[src/rtl/aurora_pkg.sv]
// Shared definitions for the Aurora TX arbiter: FSM encoding, channel IDs, counter width.
// Pure declarations; no logic, no latency, no backpressure.
package aurora_pkg;

  typedef enum logic [1:0] {
    IDLE   = 2'd0,
    GRANT0 = 2'd1,
    GRANT1 = 2'd2
  } arb_state_t;

  localparam logic CH_WRITE = 1'b0;
  localparam logic CH_READ  = 1'b1;
  localparam int   CNT_W    = 32;

endpackage

[src/rtl/axis_out_reg.sv]
// Single-entry AXI-Stream output register; load to visible in 1 cycle, one beat/cycle sustained.
// Backpressure: holds data/last/id stable while TVALID=1 and TREADY=0; load_rdy drops in that case.
module axis_out_reg #(
  parameter int DW = 256
) (
  input  logic          clk,
  input  logic          resetn,
  input  logic          load_vld,
  input  logic [DW-1:0] load_dat,
  input  logic          load_last,
  input  logic          load_id,
  output logic          load_rdy,
  output logic [DW-1:0] M_AXIS_TDATA,
  output logic          M_AXIS_TVALID,
  output logic          M_AXIS_TLAST,
  output logic          M_AXIS_TID,
  input  logic          M_AXIS_TREADY
);

  // Room for a new beat when empty or when the current one drains this cycle.
  assign load_rdy = !M_AXIS_TVALID || M_AXIS_TREADY;

  always_ff @(posedge clk) begin
    if (!resetn) begin
      M_AXIS_TVALID <= 1'b0;
      M_AXIS_TDATA  <= '0;
      M_AXIS_TLAST  <= 1'b0;
      M_AXIS_TID    <= 1'b0;
    end else if (load_vld) begin
      M_AXIS_TVALID <= 1'b1;
      M_AXIS_TDATA  <= load_dat;
      M_AXIS_TLAST  <= load_last;
      M_AXIS_TID    <= load_id;
    end else if (M_AXIS_TREADY) begin
      M_AXIS_TVALID <= 1'b0;
    end
  end

endmodule

[src/rtl/aurora_tx_arbiter.sv]
// Packet-level round-robin merge of write-request (S0) and read-response (S1) streams onto Aurora TX; latency 1.
// Backpressure: only the granted source sees TREADY, tracking output-register room; ARB_PKT_COUNT_EN adds per-channel packet counters.
module aurora_tx_arbiter
  import aurora_pkg::*;
#(
  parameter int DW = 256
) (
  input  logic             clk,
  input  logic             resetn,
  input  logic [DW-1:0]    S0_AXIS_TDATA,
  input  logic             S0_AXIS_TVALID,
  input  logic             S0_AXIS_TLAST,
  output logic             S0_AXIS_TREADY,
  input  logic [DW-1:0]    S1_AXIS_TDATA,
  input  logic             S1_AXIS_TVALID,
  input  logic             S1_AXIS_TLAST,
  output logic             S1_AXIS_TREADY,
  output logic [DW-1:0]    M_AXIS_TDATA,
  output logic             M_AXIS_TVALID,
  output logic             M_AXIS_TLAST,
  output logic             M_AXIS_TID,
`ifdef ARB_PKT_COUNT_EN
  output logic [CNT_W-1:0] PKT_COUNT0,
  output logic [CNT_W-1:0] PKT_COUNT1,
`endif
  input  logic             M_AXIS_TREADY
);

  arb_state_t    state;
  logic          last_served;
  logic          out_rdy;
  logic          s0_acc;
  logic          s1_acc;
  logic          load_vld;
  logic [DW-1:0] load_dat;
  logic          load_last;
  logic          load_id;

  // resetn gates TREADY combinationally so nothing is acknowledged during reset.
  assign S0_AXIS_TREADY = resetn && (state == GRANT0) && out_rdy;
  assign S1_AXIS_TREADY = resetn && (state == GRANT1) && out_rdy;

  assign s0_acc    = S0_AXIS_TVALID && S0_AXIS_TREADY;
  assign s1_acc    = S1_AXIS_TVALID && S1_AXIS_TREADY;
  assign load_vld  = s0_acc || s1_acc;
  assign load_dat  = s1_acc ? S1_AXIS_TDATA : S0_AXIS_TDATA;
  assign load_last = s1_acc ? S1_AXIS_TLAST : S0_AXIS_TLAST;
  assign load_id   = s1_acc ? CH_READ : CH_WRITE;

  always_ff @(posedge clk) begin
    if (!resetn) begin
      state       <= IDLE;
      last_served <= CH_READ;
    end else begin
      case (state)
        IDLE: begin
          if (S0_AXIS_TVALID && S1_AXIS_TVALID)
            state <= (last_served == CH_WRITE) ? GRANT1 : GRANT0;
          else if (S0_AXIS_TVALID)
            state <= GRANT0;
          else if (S1_AXIS_TVALID)
            state <= GRANT1;
        end
        // Grant is held across source bubbles until the packet's last beat.
        GRANT0: begin
          if (s0_acc && S0_AXIS_TLAST) begin
            state       <= IDLE;
            last_served <= CH_WRITE;
          end
        end
        GRANT1: begin
          if (s1_acc && S1_AXIS_TLAST) begin
            state       <= IDLE;
            last_served <= CH_READ;
          end
        end
        default: state <= IDLE;
      endcase
    end
  end

`ifdef ARB_PKT_COUNT_EN
  always_ff @(posedge clk) begin
    if (!resetn) begin
      PKT_COUNT0 <= '0;
      PKT_COUNT1 <= '0;
    end else begin
      if (s0_acc && S0_AXIS_TLAST) PKT_COUNT0 <= PKT_COUNT0 + CNT_W'(1);
      if (s1_acc && S1_AXIS_TLAST) PKT_COUNT1 <= PKT_COUNT1 + CNT_W'(1);
    end
  end
`else
  // Packet counters are not built in this configuration.
`endif

  axis_out_reg #(.DW(DW)) u_out_reg (
    .clk          (clk),
    .resetn       (resetn),
    .load_vld     (load_vld),
    .load_dat     (load_dat),
    .load_last    (load_last),
    .load_id      (load_id),
    .load_rdy     (out_rdy),
    .M_AXIS_TDATA (M_AXIS_TDATA),
    .M_AXIS_TVALID(M_AXIS_TVALID),
    .M_AXIS_TLAST (M_AXIS_TLAST),
    .M_AXIS_TID   (M_AXIS_TID),
    .M_AXIS_TREADY(M_AXIS_TREADY)
  );

endmodule

[config.mk]
export PLATFORM = sky130hd
export DESIGN_NAME = aurora_tx_arbiter
export DESIGN_NICKNAME = d
export VERILOG_FILES = /design/src/rtl/aurora_pkg.sv /design/src/rtl/axis_out_reg.sv /design/src/rtl/aurora_tx_arbiter.sv
export SDC_FILE = /design/constraint.sdc
export NUM_CORES = 1
export LEC_CHECK = 0
export CORE_AREA = 2 2 304 306
export DETAILED_ROUTE_END_ITERATION = 10
export DIE_AREA = 0 0 306 308
export DONT_BUFFER_PORTS = 1
export PLACE_DENSITY = 0.3
export SLEW_MARGIN = 20
export SYNTH_ARGS = -nofsm -noshare
export SYNTH_HDL_FRONTEND = slang
export SYNTH_SLANG_ARGS = --single-unit
[constraint.sdc]
create_clock -name clk -period 4.8 [get_ports clk]
set_input_delay 0.72 -clock clk [delete_from_list [all_inputs] [get_ports clk]]
set_output_delay 0.72 -clock clk [all_outputs]
set_load 0.05 [all_outputs]
# Word-level counts from Yosys, hierarchy flattened
# Cells that the tools add are included.
classes:
  n_eq_ne: 5
  mux: 15
  reduce_logical: 17
ops:
  columns: ["operator", "count"]
  rows:
  - ["$mux 256", 1]
  - ["$mux 2", 6]
  - ["$logic_and 1x1->1", 9]
  - ["$mux 1", 6]
  - ["$pmux 2 s3", 1]
  - ["$reduce_and 3->1", 2]
  - ["$ne 2x1->1 const B", 2]
  - ["$ne 4x4->1 const B", 1]
  - ["$reduce_bool 2->1", 2]
  - ["$eq 2x1->1 const B", 1]
  - ["$eq 2x2->1 const B", 1]
  - ["$logic_not 2->1", 1]
  - ["$logic_or 1x1->1", 2]
  - ["$pmux 1 s2", 1]
  - ["$logic_not 1->1", 1]
word_totals:
  register_bits: 262
  output_inout_bits: 261
  word_cells: 43

# Longest topological paths before layout
logic_depth:
  word_depth: 7
  ltp_mapped: 8
  mapped_depth_nobuf: 4

# Hierarchy
# From an unflattened synthesis, not the netlist that was laid out.
hier_totals:
  hier_cells: 1143
  area_unflattened_um2: 14032.2
modules_own_cells:
  columns: ["module", "instances", "cells_per_inst", "area_each_um2", "seq_area_each_um2"]
  rows:
  - ["axis_out_reg", 1, 836, 9867.0, 5185.0]
  - ["aurora_tx_arbiter", 1, 307, 4165.2, 60.1]

# Least setup slack after synthesis
# No wires, ideal clock.
synth_path:
  kind: "input -> output"
  start: "input resetn"
  end: "output S1_AXIS_TREADY"
  arrival_ns: 1.877
  t_required_ns: 4.080
  setup_slack_ns: 2.203
  stages: 2
  path_buffers: 0
  path_cell_list: "nand2_1 > nor3_1"
synth_via:
  elab_chain_len: 2
synth_lines:
  columns: ["element", "line", "text"]
  rows:
  - ["start, declared", "aurora_tx_arbiter.sv:9", "input logic resetn,"]
  - ["$logic_and 1x1->1 (2 in series)", "aurora_tx_arbiter.sv:41", "assign S1_AXIS_TREADY = resetn && (state == GRANT1) && out_rdy;"]
  - ["end, declared", "aurora_tx_arbiter.sv:17", "output logic S1_AXIS_TREADY,"]
# Every way passes these cells.

# Worst setup path in the final report
layout_path:
  start: "register u_out_reg.M_AXIS_TVALID"
  end: "output S1_AXIS_TREADY"
layout_via:
  elab_chain_len: 3
layout_lines:
  columns: ["element", "line", "text"]
  rows:
  - ["start, declared", "axis_out_reg.sv:14", "output logic M_AXIS_TVALID,"]
  - ["start signal, assigned", "axis_out_reg.sv:25", "M_AXIS_TVALID <= 1'b0;"]
  - ["start signal, assigned", "axis_out_reg.sv:30", "M_AXIS_TVALID <= 1'b1;"]
  - ["start signal, assigned", "axis_out_reg.sv:35", "M_AXIS_TVALID <= 1'b0;"]
  - ["$logic_not 1->1", "axis_out_reg.sv:21", "assign load_rdy = !M_AXIS_TVALID || M_AXIS_TREADY;"]
  - ["$logic_or 1x1->1", "axis_out_reg.sv:21", null]
  - ["$logic_and 1x1->1", "aurora_tx_arbiter.sv:41", null]
# Every way passes these cells.

==> qor.yml <==
status:
  status: "completed"
synth:
  syn_avg_cell_area_um2: 7.657
  ys.warnings.count: 0
  synth_cells: 1458
  yosys-top-cells-area: "dfxtp_1 47%, a21oi_1 23%, o21ai_1 11%"
  ys_ff_latch: 262
  synth_top_cell_by_area: "dfxtp_1"
  seq_area_frac_synth: 0.4698
  netlist-cell-type-count: 26
  synthDominantCellAreaShare: 0.4698
  synth_fp_nets: 1977
  syn_area_um2: 11160
cts:
  cts_tree: "done"
  clk_latency_ns: 0.56
  clkTransAtPathRegs_ns: 0.05
  post-cts-setup-buffers: 0
  cts_resized: 0
  numCtsBuffers: 34
  ctsRootBufferMaster: "clkbuf_16"
  clock_sinks: 262
  htree_levels: 2
  clockBufferDepth: 3
  hold_buffers: 0
global_routing:
  grtUsageTotal: 0.1060
  antenna_found_initial: 5
  grt_pass1_wl_um: 74260
  grt_max_degree: 264
  grt_pass1_vias: 10390
  grt_overflow: 0
timing:
  setup_tns_ns: 0
  whs_ns: 0.2899
  min_period_ns: 2.789
  finClkSkew_ns: 0.02031
  rsz0062_at_grt: "false"
  hold_viol: 0
  setup_viol: 0
  worst_slew_pin_slew_ns: 1.003
  period_share: 0.5810
  fmax_ghz: 0.3586
  drv_slew: 0
  fin_ws_ns: 2.011
  relSlewSlack: 0.3315
critical_path:
  path_depth: 2
  cp.required_ns: 4.08
  worstSetupPathType: "flip-flop to output port"
  crit_family: "simple AND/OR/NAND/NOR gates"
  r2r_slack_ns: 2.05
  crit_slowest_cell: "nor3_2"
  max_stage_delay_ns: 0.75
  crit_start: "u_out_reg.M_AXIS_TVALID"
  r2r-start: "u_out_reg.M_AXIS_TVALID"
  cp-endpoint: "S1_AXIS_TREADY"
  worstPathCellList: "nor2b_4 > nor3_2"
  crit_fanout: 4
  r2r_cells: 5
  crit_path_end_kind: "output port"
  cp.arrival_ns: 2.07
  critical_path_buf_inv_count: 0
  cp-start-kind: "flip-flop"
  r2r-end: "u_out_reg.M_AXIS_TDATA[136]"
placed_design:
  placed_cells: 2526
  gp_congestion: 0.7869
  placed_area_um2: 12050
  dpl_worst_slack_ns: 1.989
  hpwl_um: 38750
  io_buffers: 0
pwr:
  fin_total_pwr_mw: 5.600
  max-vdd-ir-drop_mv: 0.1876
  p_per_area_nw_per_um2: 427.0
  p_leak_nw: 3.867
layout:
  final_cells: 2585
  drive_above_1_share: 0.05655
  final_util: 0.1441
  fillers: 10440
  fin_nets: 1895
  areaGrowthSynthToFinish_pct: 17.45
  final_cell_area_um2: 13110
drt:
  dr.pass1.iters: 5
  drtIter0Drc: 738
  avgRoutedWirePerCell_um: 20.98
  final_antenna_net_count: 0
  via_per_inst: 4.070
  wl_um: 54230
  drc_errors: 0
  route.vias.total: 10520
floorplanning:
  die-area_um2: 94250
  die_w_um: 306
  die_h_um: 308
  core_um2: 90970
  rows: 111
  initial_core_util: 0.1227
  io_pins: 780
flow_run:
  maxCapViolations: 0
hold_path:
  hold_path_class: "input port to flip-flop"
routing by layer:
metal	GRT usage	wire, um	vias to the layer above
met3	0.03456	4586	99
li1	-	-	4929
met2	0.1770	26640	494
met5	0	36	-
met4	0.05396	2200	6
met1	0.1208	20760	4993
cells by family (layout without fill, tap and decap cells):
family          count (synthesis)  in the layout  share of synthesized area
simple gates                  278            278                     0.1003
flops                         262            262                     0.4698
compound gates                774            774                     0.3475
other cells                     0              2                          0
buf+inv                       144             83                    0.08237
cell usage in the layout (no fill, tap or decap), drive strengths merged:
master / count
clkinv: 3
dfxtp: 262
diode: 2
nand2: 261
nor2: 1
and3b: 1
nor2b: 2
and3: 3
nand3: 3
nand2b: 2
clkbuf: 53
or4b: 1
inv: 2
buf: 25
and2: 1
nor4b: 1
nor3: 1
o21ai: 257
and2b: 1
o221ai: 1
a21oi: 515
o21a: 1
power by group:
part	leakage [nW]	switching, mW	internal (mW)	total (mW)
registers	2.13	0.459	2.28	2.74
logic	1.22	0.210	0.125	0.335
clock network	0.523	1.05	1.47	2.52
total	3.87	1.72	3.88	5.60
worst min-delay path by stage:
stage	start	endpoint	slack, ns	cells past startpoint
2_1_floorplan	last_served	last_served	0.48	2
3_3_place_gp	last_served	last_served	0.50	2
3_5_place_dp	last_served	last_served	0.49	2
4_1_cts	resetn	last_served	0.20	1
5_1_grt	resetn	last_served	0.22	1
6_report	resetn	last_served	0.29	1
Yosys cell counts:
library cell / number
nor2b_4: 1
and2_1: 1
and3_1: 3
o21ai_1: 250
nand3_2: 1
nor2_1: 1
nand2b_1: 2
buf_2: 30
or4b_4: 1
buf_1: 5
o21ai_0: 7
nand3_1: 2
dfxtp_1: 262
and3b_1: 1
buf_6: 39
inv_1: 1
a21oi_1: 515
o21a_1: 1
nor2b_1: 1
o221ai_1: 1
nor3_1: 1
nor4b_4: 1
clkbuf_1: 56
buf_4: 13
nand2_1: 261
and2b_1: 1
flip-flops by register name, indices dropped and copies added (netlist names):
| register | cells |
|---|---|
| last_served | 1 |
| state | 2 |
| u_out_reg.M_AXIS_TDATA | 256 |
| u_out_reg.M_AXIS_TID | 1 |
| u_out_reg.M_AXIS_TLAST | 1 |
| u_out_reg.M_AXIS_TVALID | 1 |
area by class of cell:
| class | instances | area [um2] | area share |
|---|---|---|---|
| Antenna cell | 2 | 5.005 | 0.0003817 |
| Clock inverter | 4 | 23.77 | 0.001813 |
| Tap cell | 1186 | 1484 | 0.1132 |
| Inverter | 1 | 3.754 | 0.0002863 |
| Multi-Input combinational cell | 1052 | 5017 | 0.3826 |
| Timing Repair Buffer | 25 | 300.3 | 0.02290 |
| Clock buffer | 53 | 1033 | 0.07882 |
| Sequential cell | 262 | 5245 | 0.4000 |
worst reg2reg max path, delay by kind of cell, from the launching register on:
| kind | cells | cell delay (ns) |
|---|---|---|
| AND/OR/NAND/NOR | 2 | 1.12 |
| buffers and inverters | 1 | 0.56 |
| AO/OA/AOI/OAI | 2 | 0.29 |
| flip-flops | 1 | 0.71 |
Note: power is estimated with default switching activity, not from simulation.
